--- config.mk ---
export PLATFORM = sky130hd
export DESIGN_NAME = ldpc_enc_ctrl
export DESIGN_NICKNAME = d
export VERILOG_FILES = /design/src/rtl/ldpc_enc_pkg.sv /design/src/rtl/ldpc_enc_dly.sv /design/src/rtl/ldpc_enc_ctrl.sv
export SDC_FILE = /design/constraint.sdc
export NUM_CORES = 1
export LEC_CHECK = 0
export ABC_AREA = 1
export CORE_UTILIZATION = 48
export CTS_BUF_LIST = sky130_fd_sc_hd__clkbuf_8
export DETAILED_ROUTE_END_ITERATION = 6
export GPL_TIMING_DRIVEN = 1
export MAX_ROUTING_LAYER = met4
export PLACE_DENSITY = 0.82
export SYNTH_ARGS = -nofsm -noshare
export SYNTH_HDL_FRONTEND = slang
export SYNTH_HIERARCHICAL = 1
export SYNTH_SLANG_ARGS = --single-unit
--- constraint.sdc ---
create_clock -name clk -period 4.97 [get_ports clk]
set_input_delay 0.994 -clock clk [delete_from_list [all_inputs] [get_ports clk]]
set_output_delay 0.994 -clock clk [all_outputs]
set_load 0.05 [all_outputs]
--- src/rtl/ldpc_enc_pkg.sv ---
// Shared types and constants for the LDPC encoder control slice.
// Optional macro LDPC_ENC_BACKPRESSURE_EN is consumed by ldpc_enc_ctrl.
package ldpc_enc_pkg;

  localparam int CNT_W = 13;
  localparam int ADDR_W = 12;
  localparam int K_R12 = 2304;
  localparam int K_R34 = 3456;
  localparam int N_LEN = 4608;

  typedef enum logic [3:0] {
    S_IDLE   = 4'b0001,
    S_DATA_I = 4'b0010,
    S_PAR_C  = 4'b0100,
    S_DATA_O = 4'b1000
  } state_t;

  function automatic logic [CNT_W-1:0] k_of(input logic rate);
    return rate ? CNT_W'(K_R34) : CNT_W'(K_R12);
  endfunction

endpackage

--- src/rtl/ldpc_enc_dly.sv ---
// Fixed-latency shift register aligning parity write strobe and row
// index with the parity datapath pipeline.
module ldpc_enc_dly
  import ldpc_enc_pkg::*;
#(
  parameter int LAT = 3
) (
  input  logic              clk,
  input  logic              reset,
  input  logic              en,
  input  logic [ADDR_W-1:0] addr,
  output logic              we,
  output logic [ADDR_W-1:0] waddr
);

  logic [LAT-1:0]    v;
  logic [ADDR_W-1:0] a [LAT];

  always_ff @(posedge clk) begin
    if (reset) begin
      v <= '0;
      for (int i = 0; i < LAT; i++) a[i] <= '0;
    end else begin
      v[0] <= en;
      a[0] <= addr;
      for (int i = 1; i < LAT; i++) begin
        v[i] <= v[i-1];
        a[i] <= a[i-1];
      end
    end
  end

  assign we = v[LAT-1];
  assign waddr = a[LAT-1];

endmodule

--- src/rtl/ldpc_enc_ctrl.sv ---
// LDPC encoder control: message framing, parity sequencing, codeword out.
// Define LDPC_ENC_BACKPRESSURE_EN to add out_ready flow control on output.
module ldpc_enc_ctrl
  import ldpc_enc_pkg::*;
#(
  parameter int PIPE_LAT = 3
) (
  input  logic              clk,
  input  logic              reset,
  input  logic              sync_in,
  input  logic              rate,
`ifdef LDPC_ENC_BACKPRESSURE_EN
  input  logic              out_ready,
`endif
  output logic              msg_we,
  output logic [ADDR_W-1:0] msg_addr,
  output logic              par_en,
  output logic [ADDR_W-1:0] par_addr,
  output logic              par_we,
  output logic [ADDR_W-1:0] par_waddr,
  output logic              out_rd,
  output logic              out_sel,
  output logic [ADDR_W-1:0] out_addr,
  output logic              sync_out,
  output logic              busy,
  output logic              finish,
  output logic              err_len,
  output logic [3:0]        fsm_state
);

  state_t           state, nxt;
  logic [CNT_W-1:0] cnt, cnt_nxt;
  logic [CNT_W-1:0] k, m, rel;
  logic             rate_q;
  logic             fin_q, fin_nxt;
  logic             adv;

`ifdef LDPC_ENC_BACKPRESSURE_EN
  assign adv = out_ready;
`else
  assign adv = 1'b1;
`endif

  assign k = k_of(rate_q);
  assign m = CNT_W'(N_LEN) - k;
  assign rel = cnt - k;

  always_ff @(posedge clk) begin
    if (reset) begin
      state <= S_IDLE;
      cnt <= '0;
      rate_q <= 1'b0;
      fin_q <= 1'b0;
    end else begin
      state <= nxt;
      cnt <= cnt_nxt;
      fin_q <= fin_nxt;
      if (state == S_IDLE && sync_in) rate_q <= rate;
    end
  end

  always_comb begin
    nxt = state;
    cnt_nxt = cnt;
    fin_nxt = 1'b0;
    msg_we = 1'b0;
    msg_addr = '0;
    par_en = 1'b0;
    par_addr = '0;
    out_rd = 1'b0;
    out_sel = 1'b0;
    out_addr = '0;
    sync_out = 1'b0;
    err_len = 1'b0;
    unique case (1'b1)
      state[0]: begin
        cnt_nxt = '0;
        if (sync_in) begin
          msg_we = 1'b1;
          nxt = S_DATA_I;
          cnt_nxt = CNT_W'(1);
        end
      end
      state[1]: begin
        if (sync_in) begin
          msg_we = 1'b1;
          msg_addr = cnt[ADDR_W-1:0];
          if (cnt == k - CNT_W'(1)) begin
            nxt = S_PAR_C;
            cnt_nxt = '0;
          end else begin
            cnt_nxt = cnt + CNT_W'(1);
          end
        end else begin
          err_len = 1'b1;
          nxt = S_IDLE;
          cnt_nxt = '0;
        end
      end
      state[2]: begin
        par_en = (cnt < m);
        par_addr = par_en ? cnt[ADDR_W-1:0] : '0;
        // Only a bit arriving right after bit K-1 is a long-frame error.
        err_len = (cnt == '0) && sync_in;
        if (cnt == m + CNT_W'(PIPE_LAT - 1)) begin
          nxt = S_DATA_O;
          cnt_nxt = '0;
        end else begin
          cnt_nxt = cnt + CNT_W'(1);
        end
      end
      state[3]: begin
        sync_out = 1'b1;
        out_rd = adv;
        out_sel = (cnt >= k);
        out_addr = out_sel ? rel[ADDR_W-1:0] : cnt[ADDR_W-1:0];
        if (adv) begin
          if (cnt == CNT_W'(N_LEN - 1)) begin
            nxt = S_IDLE;
            cnt_nxt = '0;
            fin_nxt = 1'b1;
          end else begin
            cnt_nxt = cnt + CNT_W'(1);
          end
        end
      end
      default: begin
        nxt = S_IDLE;
        cnt_nxt = '0;
      end
    endcase
  end

  ldpc_enc_dly #(.LAT(PIPE_LAT)) u_dly (
    .clk   (clk),
    .reset (reset),
    .en    (par_en),
    .addr  (par_addr),
    .we    (par_we),
    .waddr (par_waddr)
  );

  assign busy = (state != S_IDLE);
  assign finish = fin_q;
  assign fsm_state = state;

endmodule

==> results of run 1 <==
==> path summary, 6_finish.rpt <==
| kind | from | endpoint | slack, ps | depth (start not counted) |
|---|---|---|---|---|
| min reg2reg | u_dly/a[0][4]$_SDFF_PP0_ | u_dly/a[0][16]$_SDFF_PP0_ | 400 | 2 |
| max reg2reg | rate_q$_SDFFE_PP0P_ | u_dly/a[0][11]$_SDFF_PP0_ | 3020 | 11 |
| min | u_dly/a[0][4]$_SDFF_PP0_ | u_dly/a[0][16]$_SDFF_PP0_ | 400 | 2 |
| max | cnt[7]$_SDFF_PP0_ | out_addr[7] | 1010 | 11 |
==> metal layers <==
metal | share of wire, % | vias to the layer above
li1 | - | 1219
met1 | 40 | 1045
met2 | 50 | 75
met3 | 6.4 | 20
met4 | 3.4 | 0
met5 | 0 | -
==> cell usage after synthesis (4+ instances only) <==
cell type and instances:
sky130_fd_sc_hd__nand2_4 4, sky130_fd_sc_hd__buf_6 4, sky130_fd_sc_hd__nand3_1 14, sky130_fd_sc_hd__nor2_2 21, sky130_fd_sc_hd__inv_1 76, sky130_fd_sc_hd__xor2_1 9, sky130_fd_sc_hd__nand4_1 6, sky130_fd_sc_hd__dfxtp_1 58
sky130_fd_sc_hd__nand2_1 44, sky130_fd_sc_hd__inv_2 6, sky130_fd_sc_hd__nor2_4 4, sky130_fd_sc_hd__ha_1 8, sky130_fd_sc_hd__nand2_2 5, sky130_fd_sc_hd__nor2_1 76, sky130_fd_sc_hd__buf_4 14, sky130_fd_sc_hd__o21ai_0 11
sky130_fd_sc_hd__a21oi_1 4
==> cell type report <==
class | instances | area, µm²
clock buffer | 10 | 138
clock inverter | 6 | 90.1
multi-input combinational | 217 | 1170
sequential | 58 | 1160
tap | 72 | 90.1
inverter | 83 | 317
fill | 468 | 1960
timing repair buffer | 65 | 648
==> flip-flops by register name, summed over array words and instances, names as in the netlist <==
signal	flops
finish	1
fsm_state	4
u_dly/v	3
cnt	13
rate_q	1
u_dly/a	36
==> power groups by stage <==
stage | registers (µW) | clock network (µW) | logic (µW)
floorplan | 486 | 0 | 43.5
CTS | 471 | 497 | 65.4
detailed placement | 482 | 0 | 65.1
finish | 472 | 488 | 65.3
global placement | 482 | 0 | 64.6
global route | 472 | 525 | 70.7
==> through the flow <==
step,setup slack (ps),instances,cell area [µm²],power (µW),util [%]
4_1_cts,988,511,3610,1030,64.8
3_3_place_gp,1110,495,3390,547,60.7
5_1_grt,849,511,3610,1070,64.8
2_1_floorplan,1840,380,2820,530,-
3_5_place_dp,987,495,3390,547,60.7
6_report,1010,511,3610,1030,64.8
==> worst register-to-register path, stage by stage (launching register included) <==
cell and delay, ps:
sky130_fd_sc_hd__dfxtp_1 400, sky130_fd_sc_hd__inv_1 100, sky130_fd_sc_hd__ha_1 400, sky130_fd_sc_hd__nand2_1 90, sky130_fd_sc_hd__nand2_1 90, sky130_fd_sc_hd__inv_1 60, sky130_fd_sc_hd__o211ai_2 190, sky130_fd_sc_hd__nor2_4 60
sky130_fd_sc_hd__inv_2 230, sky130_fd_sc_hd__nor2_1 110, sky130_fd_sc_hd__inv_1 70, sky130_fd_sc_hd__nor2_1 30
==> logic make-up (layout without fill, tap and decap cells) <==
family	after synthesis	in the layout
simple gates	181	181
buf+inv	105	164
flops	58	58
compound gates	19	19
xor+xnor	9	9
fa+ha+maj	8	8
==> Implementation_results.wiki, run 1 <==
{| class="wikitable"
! Metric !! Value
|-
| Category of the worst setup path launch point || flip-flop
|-
| Cell area after technology mapping || 2820 µm²
|-
| Most used cells in the layout excluding fill and tap cells || sky130_fd_sc_hd__inv_1 (76), sky130_fd_sc_hd__nor2_1 (76), sky130_fd_sc_hd__clkdlybuf4s50_1 (64), sky130_fd_sc_hd__dfxtp_1 (58), sky130_fd_sc_hd__nand2_1 (44)
|-
| Syn Nets || between 300 and 400
|-
| Number of different library cells in the post-synthesis netlist || 29
|-
| Post-synthesis to final-layout area growth || 28.4%
|-
| Category of the most critical setup path || flip-flop to output port
|-
| Pin count of the biggest net entering global routing || 42
|-
| Mean post-synth cell area || 7.41 µm²
|-
| Ys Warns || 6
|-
| Sequential share of the synthesized area || 41.2%
|-
| DR vias/cell || between 4 and 5
|-
| Average wire length per cell after detail routing || 11.9 µm
|-
| Net switching power of the design || between 200 and 250 µW
|-
| Final routed DRC violation total || 0
|-
| CP most frequent cell || sky130_fd_sc_hd__inv_1
|-
| Leakage power summed over all cells || 0.00146 µW
|-
| Post CTS Setup Buffer Count || 0
|-
| Xor-xnor portion of the synthesized cell area || 2.80%
|-
| Final Skew || around 5.6 ps
|-
| Horizontal die dimension || between 70 and 80 µm
|-
| Post-detail-place hpwl || around 4500 µm
|-
| Via count || 2359
|-
| Async set or reset register ratio after synthesis || 0%
|-
| Most used DFF post-synth || sky130_fd_sc_hd__dfxtp_1
|-
| Number of endpoints failing setup at the final stage || 0
|-
| Met2 usage || 36.3%
|-
| Met1 routing resource usage after global routing || 22.4%
|-
| Count of instances resized after the clock tree is built || 0
|-
| Required time at the worst-slack endpoint || roughly 4000 ps
|-
| Root buffer cell || sky130_fd_sc_hd__clkbuf_8
|-
| Final #Nets || 446
|-
| Actual slew at the worst max-slew pin || 695 ps
|-
| Worst VDD drop || 228 µV
|-
| Cell Chain, Critical Path || inv_1 > ha_1 > inv_1 > ha_1 > inv_1 > nor3_1 > nor2_2 > nand2_2 > o21ai_0 > nor2_1 > clkdlybuf4s50_1
|-
| Switching power share of the total || 23.5%
|-
| Cts bufs inserted || 9
|-
| Port Buffers || 64
|-
| Top Usage Layer GRT || met2
|-
| Final Hold Vio Count || 0
|-
| Number of core rows || 27
|-
| PwrDens || 284 nW/µm²
|-
| Total gr overflow || 0
|-
| Leading post-synthesis cells by cell area || sky130_fd_sc_hd__dfxtp_1 (41%), sky130_fd_sc_hd__inv_1 (10%), sky130_fd_sc_hd__nor2_1 (10%), sky130_fd_sc_hd__nand2_1 (5.9%), sky130_fd_sc_hd__nor2_2 (4.7%)
|-
| Vias in the first global route || 2268
|-
| Register clock-pin slew on the reported worst setup and hold paths || roughly 70 ps
|-
| Floorplan die height || 78.6 µm
|-
| Compound-cell area share of the yosys netlist || 3.96%
|-
| Met3 track demand over resource in global routing || 8.84%
|-
| Kind of end point of the critical path || output port
|-
| Final Routed Wirelength || 6090 µm
|-
| Maximum cell stage delay along the critical path || roughly 810 ps
|-
| RSZ-0062 raised after global routing || false
|-
| Hold buffer count at cts || 0
|-
| Cell accounting for the most synthesized area || sky130_fd_sc_hd__dfxtp_1
|-
| Gp weighted congestion || 0.947
|-
| Maximum number of buffers from clock root to sink || 2
|-
| Initial DRC Count || 84
|-
| Hold_ws || 400 ps
|-
| Antenna viol nets, final || 0
|-
| Maximum fanout along the worst path || 5
|-
| Fraction of synthesized cell area taken by the top area cell type || 41.2%
|-
| Portion of netlist area occupied by mux cells || 0%
|-
| Share of the clock period used by the worst path after layout || 79.7%
|-
| Number of antenna cells inserted || 0
|-
| Int Power || 784 µW
|-
| CORE AREA || 5570 µm²
|-
| Dominant combinational cell family by area after synthesis || simple AND/OR/NAND/NOR gates
|-
| Headroom to the max-slew limit || a little over half
|-
| Minimum clock period || 3960 ps
|-
| Full die area || approximately 6200 µm²
|-
| Number of synthesized register bits || 58
|-
| Count of pins over their slew limit || 0
|-
| Number of standard cells after synthesis || 380
|-
| Initial Util || roughly 50%
|-
| Ports || 65
|-
| Antenna violations before repair || 0
|-
| Later-pin clock latency in the skew report || 340 ps
|-
| Seq pwr share || 46.0%
|-
| Fraction of final layout cells with drive strength greater than 1 || between 10% and 20%
|-
| Detailed-routing iteration count for the pre-antenna-repair pass || 4
|-
| Min-delay worst type || flip-flop to flip-flop
|-
| Max frequency || 252 MHz
|-
| Maximum capacitance violations || 0
|-
| Cell with the biggest individual delay on the critical path || sky130_fd_sc_hd__clkdlybuf4s50_1
|-
| CP Data Arrival Time || 2970 ps
|-
| Global-route wire length before repair || 10000 µm
|-
| TritonCTS sink count || 58
|-
| Number of buffer and inverter stages on the critical path || 4
|-
| Dominant delay contributor by cell family on the critical path || buffers and inverters
|-
| EDFF count, synth || 0
|-
| Status || complete, no violations
|-
| Comb pwr share || between 6 and 7%
|-
| Final sum of negative setup slack || 0 ps
|-
| Adder-cell area share of the yosys netlist || 3.56%
|-
| Clock power share || 47.6%
|-
| Basic-gate share of the synthesized area counting and, or, nand and nor cells || roughly 31%
|-
| Number of H-tree levels || 3
|-
| GRT Overall Usage || 22.4%
|-
| CTS tree || built
|}
Power figures use the tool's default switching activity.
==> run 2, diff against run 1 <==
Settings changed: CORE_UTILIZATION 48 to 47, PLACE_DENSITY 0.82 to 0.84.
Clock period 4.97 ns to 3.2 ns, I/O delays scaled along.
==> run 2 against run 1 <==
Net effect:
- final cell count up 0.78%
- largest power group is now sequential cells
- global-route usage up 0.10 points
- critical path type unchanged
- highest routed layer unchanged
- via count down 0.51%
- total power up 40%
- critical path depth down 2
- cell area up 2.3%
- worst setup slack worse by 670 ps
- wire length up 3.8%
- flip-flop and latch count unchanged
- first-iteration DRC count up 7.1%
- sequential share of layout area down 0.71 points
- register-to-register slack worse by 1700 ps
==> Implementation_results.wiki, run 2 (synthesis results as in run 1) <==
{| class="wikitable"
! Metric !! Value
|-
| Status || complete, no violations
|-
| Full die area || 6300 µm²
|-
| Hold Path End || u_dly/a[0][29]$_SDFF_PP0_
|-
| Maximum number of buffers from clock root to sink || 2
|-
| Post CTS Setup Buffer Count || 0
|-
| Launch instance of the worst min-delay path || u_dly/a[0][17]$_SDFF_PP0_
|-
| Antenna violations before repair || 0
|-
| Total gr overflow || 0
|-
| PwrDens || 390 nW/µm²
|-
| RSZ-0062 raised after global routing || false
|-
| CP Data Arrival Time || 2220 ps
|-
| Hold buffer count at cts || 0
|-
| Critical path depth || 9
|-
| Pin count of the biggest net entering global routing || 41
|-
| Most common cell after layout, fill and taps aside || sky130_fd_sc_hd__inv_1
|-
| Category of the worst setup path launch point || flip-flop
|-
| Later-pin clock latency in the skew report || 330 ps
|-
| Register clock-pin slew on the reported worst setup and hold paths || ~60 ps
|-
| Required time at the worst-slack endpoint || ~2600 ps
|-
| Antenna viol nets, final || 0
|-
| R2R setup slack || 1330 ps
|-
| Fraction of final layout cells with drive strength greater than 1 || 22.1%
|-
| Gp weighted congestion || 0.963
|-
| Final Routed Wirelength || 6320 µm
|-
| R2R depth || 11
|-
| Final Hold Vio Count || 0
|-
| Number of core rows || 27
|-
| Detailed-routing iteration count for the pre-antenna-repair pass || 4
|-
| Util after Layout || 65.5%
|-
| CTS tree || built
|-
| DR vias/cell || 4.56
|-
| Post-detail-place hpwl || 4790 µm
|-
| CORE AREA || between 5000 and 6000 µm²
|-
| Cell with the biggest individual delay on the critical path || sky130_fd_sc_hd__dfxtp_1
|-
| Max frequency || 350 MHz
|-
| Initial DRC Count || 90
|-
| Cell Chain, Critical Path || inv_1 > ha_1 > nand2_4 > nor2_1 > nand4_1 > nand2_2 > nand2_1 > a21oi_1 > buf_4
|-
| Dominant delay contributor by cell family on the critical path || simple AND/OR/NAND/NOR gates
|-
| Port Buffers || 64
|-
| Min-delay worst type || flip-flop to flip-flop
|-
| Initial Util || 49.9%
|-
| Number of H-tree levels || 3
|-
| Worst reg2reg path endpoint || u_dly/a[0][11]$_SDFF_PP0_
|-
| Leakage power summed over all cells || 0.00159 µW
|-
| Maximum capacitance violations || 0
|-
| Category of the most critical setup path || flip-flop to output port
|-
| Worst VDD drop || around 290 µV
|-
| Share of the clock period used by the worst path after layout || 89.3%
|-
| Most used cells in the layout excluding fill and tap cells || sky130_fd_sc_hd__inv_1 (77), sky130_fd_sc_hd__nor2_1 (76), sky130_fd_sc_hd__dfxtp_1 (58), sky130_fd_sc_hd__nand2_1 (44), sky130_fd_sc_hd__clkdlybuf4s50_1 (31)
|-
| Horizontal die dimension || 79.4 µm
|-
| Top register by number of flip-flops || u_dly/a
|-
| Ports || 65
|-
| Minimum clock period || 2860 ps
|-
| Critical path startpoint || rate_q$_SDFFE_PP0P_
|-
| Max reg flops || 36
|-
| Actual slew at the worst max-slew pin || 599 ps
|-
| Maximum fanout along the worst path || 5
|-
| Post-synthesis to final-layout area growth || 31.2%
|-
| Vias in the first global route || 2258
|-
| Final Skew || 5.65 ps
|-
| Root buffer cell || sky130_fd_sc_hd__clkbuf_8
|-
| Maximum cell stage delay along the critical path || 390 ps
|-
| Number of endpoints failing setup at the final stage || 0
|-
| Final sum of negative setup slack || 0 ps
|-
| Number of antenna cells inserted || 0
|-
| Worst R2R Start || rate_q$_SDFFE_PP0P_
|-
| Average wire length per cell after detail routing || 12.3 µm
|-
| Final #Nets || 450
|-
| Count of pins over their slew limit || 0
|-
| Number of buffer and inverter stages on the critical path || 2
|-
| Global-route wire length before repair || 10300 µm
|-
| Floorplan die height || 79.4 µm
|-
| TritonCTS sink count || 58
|-
| Final routed DRC violation total || 0
|-
| GRT Overall Usage || 22.5%
|-
| Headroom to the max-slew limit || 60.0%
|-
| Via count || 2347
|-
| WHS Path Cells || 2
|-
| Cts bufs inserted || 9
|-
| Kind of end point of the critical path || output port
|}
## run 2: worst reg2reg max path, delay by kind of cell (launching register included)
kind	cells	cell delay (ps)
AO/OA/AOI/OAI	1	180
adder cells (fa/ha/maj)	1	380
buffers and inverters	4	450
flip-flops	1	390
AND/OR/NAND/NOR	5	350
## run 2: routing by layer
layer / vias up / global-route usage, % / wire (µm)
met4: 0 / 9.64 / 155
met1: 1042 / 25.1 / 2790
met5: - / - / 0
li1: 1223 / - / -
met3: 14 / 6.17 / 297
met2: 68 / 37.8 / 3080
## run 2: layout make-up
type	instances	area [µm²]
clock inverter	5	30.0
sequential	58	1160
fill	448	1950
inverter	83	317
tap	72	90.1
timing repair buffer	69	776
multi-input combinational	217	1170
clock buffer	11	151
## run 2: worst max-delay path by stage
stage / end
after floorplan: par_addr[0]
after global placement: msg_addr[7]
after detailed placement: msg_addr[9]
after CTS: par_en
after global routing: out_addr[7]
final: out_addr[11]
## run 2: where the power goes
part | switching (µW) | leakage, µW | total [µW] | internal (µW)
Sequential | 5.86 | 0.000468 | 733 | 727
Clock | 281 | 0.0000965 | 599 | 318
Combinational | 71.7 | 0.00103 | 108 | 36.0
Total | 358 | 0.00159 | 1440 | 1080
## run 2: timing repair
item,in CTS,in global routing
gates resized for setup,0,1
hold endpoints to repair,0,0
setup endpoints to repair,0,1
## run 2: stage by stage
| step | std cells | cell area, µm² | total power [µW] | hold slack, ps | setup WS (ps) |
|---|---|---|---|---|---|
| after global routing | 515 | 3690 | 1500 | 410 | 209 |
| final | 515 | 3690 | 1440 | 398 | 343 |
| after global placement | 499 | 3510 | 855 | 389 | 489 |
| after CTS | 515 | 3690 | 1450 | 398 | 112 |
| after detailed placement | 499 | 3510 | 856 | 392 | 454 |
| after floorplan | 380 | 2820 | 823 | 388 | 421 |
